File: src/rtl/button_pkg.sv
// Shared types for the button event controller: channel FSM states, the
// queued event record and a counter-width helper.
package button_pkg;

  // Widest id the controller supports (N_BTN up to 16).
  localparam int ID_MAX_W = 4;

  typedef enum logic [1:0] {
    ST_IDLE    = 2'd0,
    ST_PRESSED = 2'd1,
    ST_HELD    = 2'd2
  } btn_state_e;

  typedef struct packed {
    logic [ID_MAX_W-1:0] id;
    logic                is_long;
  } btn_event_t;

  // Bits needed to index/count n values, never less than one.
  function automatic int clog2_min1(input int n);
    return (n > 1) ? $clog2(n) : 1;
  endfunction

endpackage

File: src/rtl/button_channel.sv
// One button: synchronizer, debouncer and short/long press classifier.
// emit/emitLong are single-cycle strobes; deb is the debounced level.
module button_channel
  import button_pkg::*;
#(
  parameter int SYNC_STAGES     = 2,
  parameter int DEBOUNCE_CYCLES = 16,
  parameter int LONG_CYCLES     = 1000
) (
  input  logic clk,
  input  logic rstN,
  input  logic btn,
  output logic emit,
  output logic emitLong,
  output logic deb
);

  localparam int DB_W   = clog2_min1(DEBOUNCE_CYCLES);
  localparam int HOLD_W = clog2_min1(LONG_CYCLES);

  logic [SYNC_STAGES-1:0] sync_q, sync_d;
  logic [DB_W-1:0]        db_cnt_q, db_cnt_d;
  logic                   deb_q, deb_d;
  logic [HOLD_W-1:0]      hold_q, hold_d;
  btn_state_e             state_q, state_d;
  logic                   sync_lvl;

  always_comb begin
    sync_d   = {sync_q[SYNC_STAGES-2:0], btn};
    sync_lvl = sync_q[SYNC_STAGES-1];
    deb_d    = deb_q;
    db_cnt_d = '0;
    if (sync_lvl != deb_q) begin
      if (db_cnt_q == DB_W'(DEBOUNCE_CYCLES - 1)) deb_d = ~deb_q;
      else                                        db_cnt_d = db_cnt_q + DB_W'(1);
    end
  end

  // IDLE only ever sees deb high on the cycle after a rise, so a level test suffices.
  always_comb begin
    state_d  = state_q;
    hold_d   = hold_q;
    emit     = 1'b0;
    emitLong = 1'b0;
    case (state_q)
      ST_IDLE: begin
        if (deb_q) begin
          state_d = ST_PRESSED;
          hold_d  = '0;
        end
      end
      ST_PRESSED: begin
        if (!deb_q) begin
          emit    = 1'b1;
          state_d = ST_IDLE;
        end else if (hold_q == HOLD_W'(LONG_CYCLES - 1)) begin
          emit     = 1'b1;
          emitLong = 1'b1;
          state_d  = ST_HELD;
        end else begin
          hold_d = hold_q + HOLD_W'(1);
        end
      end
      ST_HELD: begin
        if (!deb_q) state_d = ST_IDLE;
      end
      default: state_d = ST_IDLE;
    endcase
  end

  always_ff @(posedge clk or negedge rstN) begin
    if (!rstN) begin
      sync_q   <= '0;
      db_cnt_q <= '0;
      deb_q    <= 1'b0;
      hold_q   <= '0;
      state_q  <= ST_IDLE;
    end else begin
      sync_q   <= sync_d;
      db_cnt_q <= db_cnt_d;
      deb_q    <= deb_d;
      hold_q   <= hold_d;
      state_q  <= state_d;
    end
  end

  assign deb = deb_q;

endmodule

File: src/rtl/button_event_ctrl.sv
// N-button front end: per-channel classifiers feed pending flags, a
// round-robin arbiter moves them into a shared event FIFO.
module button_event_ctrl
  import button_pkg::*;
#(
  parameter int N_BTN           = 4,
  parameter int SYNC_STAGES     = 2,
  parameter int DEBOUNCE_CYCLES = 16,
  parameter int LONG_CYCLES     = 1000,
  parameter int FIFO_DEPTH      = 4
) (
  input  logic                     clk,
  input  logic                     rstN,
  input  logic [N_BTN-1:0]         btnIn,
  input  logic                     evReady,
  output logic                     evValid,
  output logic [$clog2(N_BTN)-1:0] evId,
  output logic                     evLong,
  output logic                     evDrop,
  output logic [N_BTN-1:0]         btnLevel
);

  localparam int ID_W  = $clog2(N_BTN);
  localparam int IW1   = ID_W + 1;
  localparam int PTR_W = $clog2(FIFO_DEPTH);
  localparam int CNT_W = PTR_W + 1;

  logic [N_BTN-1:0] emit, emit_long;
  logic [N_BTN-1:0] pend_q, pend_d, pend_long_q, pend_long_d, drop;
  logic [ID_W-1:0]  rr_ptr_q, rr_ptr_d, grant_id;
  logic             grant_vld;
  logic [IW1-1:0]   idx;
  logic [PTR_W-1:0] wr_ptr_q, wr_ptr_d, rd_ptr_q, rd_ptr_d;
  logic [CNT_W-1:0] cnt_q, cnt_d;
  logic             push, pop, full;
  btn_event_t       mem_q [FIFO_DEPTH];
  btn_event_t       new_ev, head;
  logic             unused_head_id;

  button_channel #(
    .SYNC_STAGES    (SYNC_STAGES),
    .DEBOUNCE_CYCLES(DEBOUNCE_CYCLES),
    .LONG_CYCLES    (LONG_CYCLES)
  ) u_ch [N_BTN-1:0] (
    .clk     (clk),
    .rstN    (rstN),
    .btn     (btnIn),
    .emit    (emit),
    .emitLong(emit_long),
    .deb     (btnLevel)
  );

  // Fullness is taken before this cycle's pop; blocked events wait in pending.
  always_comb begin
    grant_vld = 1'b0;
    grant_id  = '0;
    idx       = '0;
    if (!full) begin
      for (int i = 0; i < N_BTN; i++) begin
        idx = {1'b0, rr_ptr_q} + IW1'(i);
        if (idx >= IW1'(N_BTN)) idx = idx - IW1'(N_BTN);
        if (!grant_vld && pend_q[idx[ID_W-1:0]]) begin
          grant_vld = 1'b1;
          grant_id  = idx[ID_W-1:0];
        end
      end
    end
  end

  // A same-cycle grant frees the slot, so the new emit is kept rather than dropped.
  always_comb begin
    pend_d      = pend_q;
    pend_long_d = pend_long_q;
    drop        = '0;
    for (int i = 0; i < N_BTN; i++) begin
      if (grant_vld && grant_id == ID_W'(i)) pend_d[i] = 1'b0;
      if (emit[i]) begin
        if (pend_q[i] && !(grant_vld && grant_id == ID_W'(i))) begin
          drop[i] = 1'b1;
        end else begin
          pend_d[i]      = 1'b1;
          pend_long_d[i] = emit_long[i];
        end
      end
    end
  end

  assign push = grant_vld;
  assign pop  = evValid && evReady;
  assign full = (cnt_q == CNT_W'(FIFO_DEPTH));

  always_comb begin
    new_ev.id      = ID_MAX_W'(grant_id);
    new_ev.is_long = pend_long_q[grant_id];
    wr_ptr_d       = wr_ptr_q + PTR_W'(push);
    rd_ptr_d       = rd_ptr_q + PTR_W'(pop);
    cnt_d          = cnt_q + CNT_W'(push) - CNT_W'(pop);
    rr_ptr_d       = rr_ptr_q;
    if (grant_vld) rr_ptr_d = (grant_id == ID_W'(N_BTN - 1)) ? '0 : grant_id + ID_W'(1);
  end

  always_ff @(posedge clk or negedge rstN) begin
    if (!rstN) begin
      pend_q      <= '0;
      pend_long_q <= '0;
      rr_ptr_q    <= '0;
      wr_ptr_q    <= '0;
      rd_ptr_q    <= '0;
      cnt_q       <= '0;
      for (int i = 0; i < FIFO_DEPTH; i++) mem_q[i] <= '0;
    end else begin
      pend_q      <= pend_d;
      pend_long_q <= pend_long_d;
      rr_ptr_q    <= rr_ptr_d;
      wr_ptr_q    <= wr_ptr_d;
      rd_ptr_q    <= rd_ptr_d;
      cnt_q       <= cnt_d;
      if (push) mem_q[wr_ptr_q] <= new_ev;
    end
  end

  assign head           = mem_q[rd_ptr_q];
  assign evValid        = (cnt_q != '0);
  assign evId           = head.id[ID_W-1:0];
  assign evLong         = head.is_long;
  assign evDrop         = |drop;
  assign unused_head_id = ^head.id;

endmodule

File: config.mk
export PLATFORM = sky130hd
export DESIGN_NAME = button_event_ctrl
export DESIGN_NICKNAME = d
export VERILOG_FILES = /design/src/rtl/button_pkg.sv /design/src/rtl/button_channel.sv /design/src/rtl/button_event_ctrl.sv
export SDC_FILE = /design/constraint.sdc
export NUM_CORES = 1
export LEC_CHECK = 0
export CAP_MARGIN = 40
export CORE_MARGIN = 4
export CORE_UTILIZATION = 43
export DETAILED_ROUTE_END_ITERATION = 10
export GPL_TIMING_DRIVEN = 0
export PLACE_DENSITY = 0.61
export SLEW_MARGIN = 40
export SYNTH_ARGS = -nofsm -noshare
export SYNTH_HDL_FRONTEND = slang
export SYNTH_SLANG_ARGS = --single-unit
File: constraint.sdc
create_clock -name clk -period 3 [get_ports clk]
set_clock_uncertainty 0.2 [all_clocks]
set_input_delay 0.6 -clock clk [delete_from_list [all_inputs] [get_ports clk]]
set_output_delay 0.6 -clock clk [all_outputs]
set_load 0.05 [all_outputs]
* Yosys cells after proc, flatten, opt, wreduce, memory -nomap -nowiden
Cells that the tools add are included.
** Operators by class
- Muxes and demuxes :: 122
- Add/subtract/negate cells :: 20
- Bitwise logic cells :: 10
- Eq/ne operators :: 44
- Reductions and logical operators :: 47
- $lt $le $gt $ge :: 12
** Operator list (number)
- 10-bit 2-to-1 mux :: 12
- 10-bit one-hot mux with 2 select lines :: 4
- 2-bit 2-to-1 mux :: 30
- 1-bit 2-to-1 mux :: 53
- 10-bit by 1-bit adder with 10-bit output, second input constant :: 4
- 10-bit equality test, second input constant :: 4
- 4-bit 2-to-1 mux :: 8
- 2-bit one-hot mux with 3 select lines :: 4
- 20-bit bitwise mux :: 1
- 4-bit by 1-bit adder with 4-bit output, second input constant :: 4
- 4-bit equality test, second input constant :: 4
- 2-bit by 1-bit inequality test with 1-bit output, second input constant :: 8
- 2-bit inequality test, second input constant :: 8
- 2-bit AND reduction :: 8
- 4-bit AND reduction :: 4
- 3-bit >= comparator, second input constant :: 5
- 2-bit by 3-bit < comparator with 1-bit output, second input constant :: 5
- 1-bit logical AND :: 13
- 2-bit equality test, second input constant :: 6
- 3-bit inequality test, second input constant :: 4
- 3-bit AND reduction :: 4
- 1-bit binary-select mux with 2-bit select :: 5
- 5-bit binary-select mux with 2-bit select :: 1
- 5-bit demux with 2-bit select :: 1
- 21 further kinds :: 55
** Storage, ports and cells
- Output and inout bits :: 9
- Word-level logic and storage cells :: 292
- Register bits after elaboration :: 113

* Logic depth before layout (Yosys ltp)
- Depth after elaboration :: 26
- Depth in mapped cells :: 9
- Depth with buffers taken out :: 9

* By module
Synthesis repeated with hierarchy kept, for this count alone.
** Second synthesis, totals
- Cell total of the unflattened synthesis :: 546
- Area, all modules :: 5681.7 um^2
** By module, submodules not included
- button_channel :: cells each 102, area an instance 1026.0 um^2, sequential area each 475.5 um^2, instances 4
- button_event_ctrl :: cells each 138, area an instance 1577.8 um^2, sequential area each 725.7 um^2, instances 1

* Worst setup path before layout
OpenSTA, ideal clock, no wires.
- Kind :: reg2out
- Start :: reg pend_q[0]
- End :: out evDrop
- Arrival time :: 2.344 ns
- Cell stages (with the launch flop) :: 9
- Slack :: -0.144 ns
- Path through :: dfrtp_1 nor2_1 o21ai_0 a311oi_4 ha_1 inv_1 o21ai_0 o22a_1 o221ai_1
** On the way
- Longest elaborated chain between the ends :: 23
- Elaborated cells on any way between the ends :: 52
** Ends and longest elaborated chain
- from (decl) :: RTL line button_event_ctrl.sv:29 : logic [N_BTN-1:0] pend_q, pend_d, pend_long_q, pend_long_d, drop;
- from (signal assigned) :: RTL line button_event_ctrl.sv:112 : pend_q <= pend_d;
- 1-bit binary-select mux with 2-bit select :: RTL line button_event_ctrl.sv:62 : if (!grant_vld && pend_q[idx[ID_W-1:0]]) begin
- 1-bit 2-to-1 mux (implied by the code) :: RTL line button_event_ctrl.sv:62
- 1-bit 2-to-1 mux :: RTL line button_event_ctrl.sv:62
- 1-bit 2-to-1 mux :: RTL line button_event_ctrl.sv:58 : if (!full) begin
- 1-bit logical NOT :: RTL line button_event_ctrl.sv:62
- 1-bit logical AND :: RTL line button_event_ctrl.sv:62
- 1-bit 2-to-1 mux :: RTL line button_event_ctrl.sv:62
- 1-bit 2-to-1 mux :: RTL line button_event_ctrl.sv:58
- [... 8 more ...]
- via grant_id[1] :: RTL line button_event_ctrl.sv:30 : logic [ID_W-1:0] rr_ptr_q, rr_ptr_d, grant_id;
- 2-bit by 1-bit equality test with 1-bit output (tied with other cells) :: RTL line button_event_ctrl.sv:78 : if (pend_q[i] && !(grant_vld && grant_id == ID_W'(i))) begin
- 1-bit logical AND :: RTL line button_event_ctrl.sv:78
- 1-bit logical NOT :: RTL line button_event_ctrl.sv:78
- 1-bit logical AND :: RTL line button_event_ctrl.sv:78
- 1-bit 2-to-1 mux :: RTL line button_event_ctrl.sv:78
- 1-bit 2-to-1 mux :: RTL line button_event_ctrl.sv:77 : if (emit[i]) begin
- 4-bit OR reduction (*) :: RTL line button_event_ctrl.sv:126 : assign evDrop = |drop;
- to (decl) :: RTL line button_event_ctrl.sv:19 : output logic evDrop,
Mark *: on every way through the listed nets, which the timed path passes. The rest lies on a longest branch. The select of a mux whose other input is x is not followed.

* Worst setup path in the final report
- Start :: reg pend_q[3]
- End :: out evDrop
** On the way
- Longest elaborated chain between the ends :: 23
- Elaborated cells on any way between the ends :: 52
** Ends and longest elaborated chain (RTL line)
- 1-bit binary-select mux with 2-bit select :: button_event_ctrl.sv:62
- 1-bit 2-to-1 mux (implied by the code) :: button_event_ctrl.sv:62
- 1-bit 2-to-1 mux :: button_event_ctrl.sv:62
- 1-bit 2-to-1 mux :: button_event_ctrl.sv:58
- 1-bit logical NOT :: button_event_ctrl.sv:62
- 1-bit logical AND :: button_event_ctrl.sv:62
- 1-bit 2-to-1 mux :: button_event_ctrl.sv:62
- 1-bit 2-to-1 mux :: button_event_ctrl.sv:58
- [... 7 more ...]
- 2-bit 2-to-1 mux :: button_event_ctrl.sv:58
- 2-bit by 1-bit equality test with 1-bit output (tied with other cells) :: button_event_ctrl.sv:78
- 1-bit logical AND :: button_event_ctrl.sv:78
- 1-bit logical NOT :: button_event_ctrl.sv:78
- 1-bit logical AND :: button_event_ctrl.sv:78
- 1-bit 2-to-1 mux :: button_event_ctrl.sv:78
- 1-bit 2-to-1 mux :: button_event_ctrl.sv:77
- 4-bit OR reduction (*) :: button_event_ctrl.sv:126
Every way passes the cells marked *; elsewhere a longest branch is shown, timed or not. The select of a mux whose other input is x is not followed.

==> impl_metrics.json <==
{
  "outcome": "finished with violations",
  "violations": "setup timing",
  "fillers": 997,
  "yosysSeqAreaShare_pct": 52.4,
  "synthCells": 467,
  "max_freq_ghz": 0.308,
  "post_drt_wl_per_cell_um": 14.4,
  "cts_sinks": 105,
  "ys_seq_elements": 105,
  "utilization_pct": 52.9,
  "synth_flop_cell": "dfrtp_1",
  "maxCapViolCount": 0,
  "hold_class": "reg2reg",
  "ir_drop_uv": 328,
  "power_density_nw_per_um2": 536,
  "antenna_cells": 0,
  "final-setup-viol-count": 1,
  "die_h_um": 116,
  "grt_pass1_vias": 3693,
  "syn2layout_area_growth_pct": 20.4,
  "finalNetCount": 544,
  "regArea_um2": 2640,
  "end_kind": "output pin",
  "syn-num-nets": 489,
  "fp.dieW_um": 116,
  "hold_viol": 0,
  "critPathRequiredTime_ns": 2.20,
  "synthTopCellsByArea": "dfrtp_1 52%, mux2_2 3.6%, nor2_1 3.6%",
  "grt.overflow.total": 0,
  "drc": 0,
  "rows": 39,
  "drt_first_pass_iters": 4,
  "tightest_slew_ns": 0.552,
  "vias_per_cell": 5.33,
  "routed_wl_um": 9670,
  "yosysUniqueCellTypes": 51,
  "initial_core_util_pct": 43.9,
  "ioPinCount": 16,
  "final_cell_area_um2": 6040,
  "synth-async-reset-ratio_pct": 100,
  "placed_area_um2": 5380,
  "clk-insertion-delay-late_ns": 0.35,
  "yosys.area.top_type_share_pct": 52.4,
  "final-max-slew-violation-count": 0,
  "vias": 3572,
  "place_ws_ns": -0.874,
  "yosysWarnings": 0,
  "cts_tree": "yes",
  "worstSetupPathType": "reg2out",
  "io_buffers": 15,
  "core_um2": 11400,
  "grt_max_degree": 54,
  "dpl.hpwl_um": 6130,
  "syn_area_um2": 5010,
  "cts_root_buf": "clkbuf_16",
  "syn_area_per_cell_um2": 10.7,
  "post-synth-top-area-cell": "dfrtp_1",
  "clkSlewWorstSetupHoldPaths_ns": 0.07,
  "numCtsBuffers": 9,
  "layout-drive-gt1-share_pct": 19.4,
  "ant_nets": 0,
  "crit_arrival_ns": 2.44,
  "synth_edf_count": 0,
  "drt_iter0_drc": 136,
  "maxSlewHeadroom_pct": 63.1,
  "dieArea_um2": 13500,
  "worstSetupStartpointType": "register",
  "grt_pass1_wl_um": 16800,
  "clockBufferDepth": 2,
  "multi_input_comb_area_um2": 2390,
  "finalWorstSetupSlack_ns": -0.245,
  "cp_max_fo": 5,
  "h-tree-depth": 3,
  "place_congestion": 0.794,
  "track_usage_pct": 15.7,
  "antenna_found_initial": 0,
  "leakage_nw": 2.64,
  "min_period_over_period_pct": 108,
  "power.total_w": 0.00324,
  "rsz0062_at_grt": "yes",
  "post-route-min-period_ns": 3.24
}
cells in the final DEF, fill, tap and decap left out, types with 16 or more instances in the layout:
cell type	synthesis	routed
dfrtp_1	105	99
xnor2_1	17	17
nand2_1	37	37
buf_4	4	30
mux2_2	16	16
o21ai_0	27	21
a21oi_1	24	24
nand3_1	18	17
nor2_1	48	47
inv_1	20	17
cell usage after synthesis, drive strengths merged, types with 3 or more instances:
library cell / n
xnor2: 17
nand4b: 5
mux2: 16
ha: 14
nand2b: 11
dfrtp: 105
nor2b: 12
nor2: 48
a31oi: 6
a311oi: 3
nor3b: 4
nand4: 9
or3: 10
a21o: 5
a21oi: 24
or4: 3
nand3b: 3
o21ai: 29
a22o: 13
buf: 5
xor2: 14
nor4: 4
inv: 20
nand2: 37
mux4: 3
nor3: 7
nand3: 18
power by group:
group          total (W)  internal, W  switching [W]
clock network    0.00123     0.000714       0.000520
registers        0.00160      0.00150       0.000101
logic           0.000407     0.000197       0.000210
total            0.00324      0.00241       0.000830
sequential cells by signal, indices dropped and copies added (netlist names):
register and flops:
pend_q 4, u_ch.state_q 8, cnt_q 3, mem_q 12, u_ch.sync_q 8, u_ch.db_cnt_q 16, u_ch.deb 4, rr_ptr_q 2
wr_ptr_q 2, pend_long_q 4, u_ch.hold_q 40, rd_ptr_q 2
per-layer routing:
| metal | global-route usage [%] | part of all wire [%] | vias to the layer above |
|---|---|---|---|
| met5 | 0 | 0 | - |
| met4 | 8.12 | 2.3 | 0 |
| met3 | 2.51 | 2.1 | 14 |
| met2 | 26.3 | 49 | 33 |
| met1 | 19.5 | 47 | 1759 |
| li1 | - | - | 1766 |
path summary, 6_finish.rpt:
path / from / endpoint / slack [ns] / depth (start not counted)
worst max-delay path: pend_q[3] / evDrop / -0.24 / 11
worst min-delay path: u_ch[0].sync_q[0] / u_ch[0].sync_q[1] / 0.15 / 0
worst max register to register: pend_q[0] / mem_q[17] / 0.15 / 15
worst min register to register: u_ch[0].sync_q[0] / u_ch[0].sync_q[1] / 0.15 / 0
max in group asynchronous: rstN / pend_q[1] / 1.46 / 3
min in group asynchronous: rstN / u_ch[1].db_cnt_q[3] / 0.55 / 2
layout make-up:
type,count,area share [%]
inverter,20,1.24
buffer,7,0.684
sequential,105,43.7
clock inverter,4,0.829
tap,143,2.96
clock buffer,12,4.42
multi-input combinational,335,39.6
timing repair buffer,44,6.63
worst max-delay path, cell delays in order (launching register included):
cell	delay (ns)
dfrtp_2	0.42
buf_4	0.14
nand2_1	0.07
a311oi_2	0.34
nand3_2	0.16
buf_4	0.16
ha_1	0.20
inv_1	0.07
o21ai_2	0.06
o22a_1	0.16
o221ai_2	0.09
buf_6	0.20
through the flow:
| step | TNS [ns] | cells | hold slack (ns) |
|---|---|---|---|
| after floorplan | 0 | 467 | 0.104 |
| after global placement | -304.05 | 625 | 0.134 |
| after detailed placement | -0.874 | 626 | 0.137 |
| after CTS | -0.572 | 668 | 0.153 |
| after global routing | -0.381 | 670 | 0.168 |
| final | -0.245 | 670 | 0.151 |
kinds of logic after synthesis:
group | share of synthesized area (%)
AOI/OAI and AO/OA | 12.5
xor gates and xnor gates | 5.42
adders and majority gates | 3.89
buffers and inverters | 2.32
DFF | 52.4
muxes | 5.14
and+or+nand+nor | 18.3
repair_timing:
item,CTS,global route
endpoints found under the hold margin,52,0
hold buffers,1,0
setup endpoints to repair,1,4
buffers inserted,25,6
gates resized for setup,30,13
pin swaps,10,5
No activity file was read; power rests on OpenSTA's default activity.
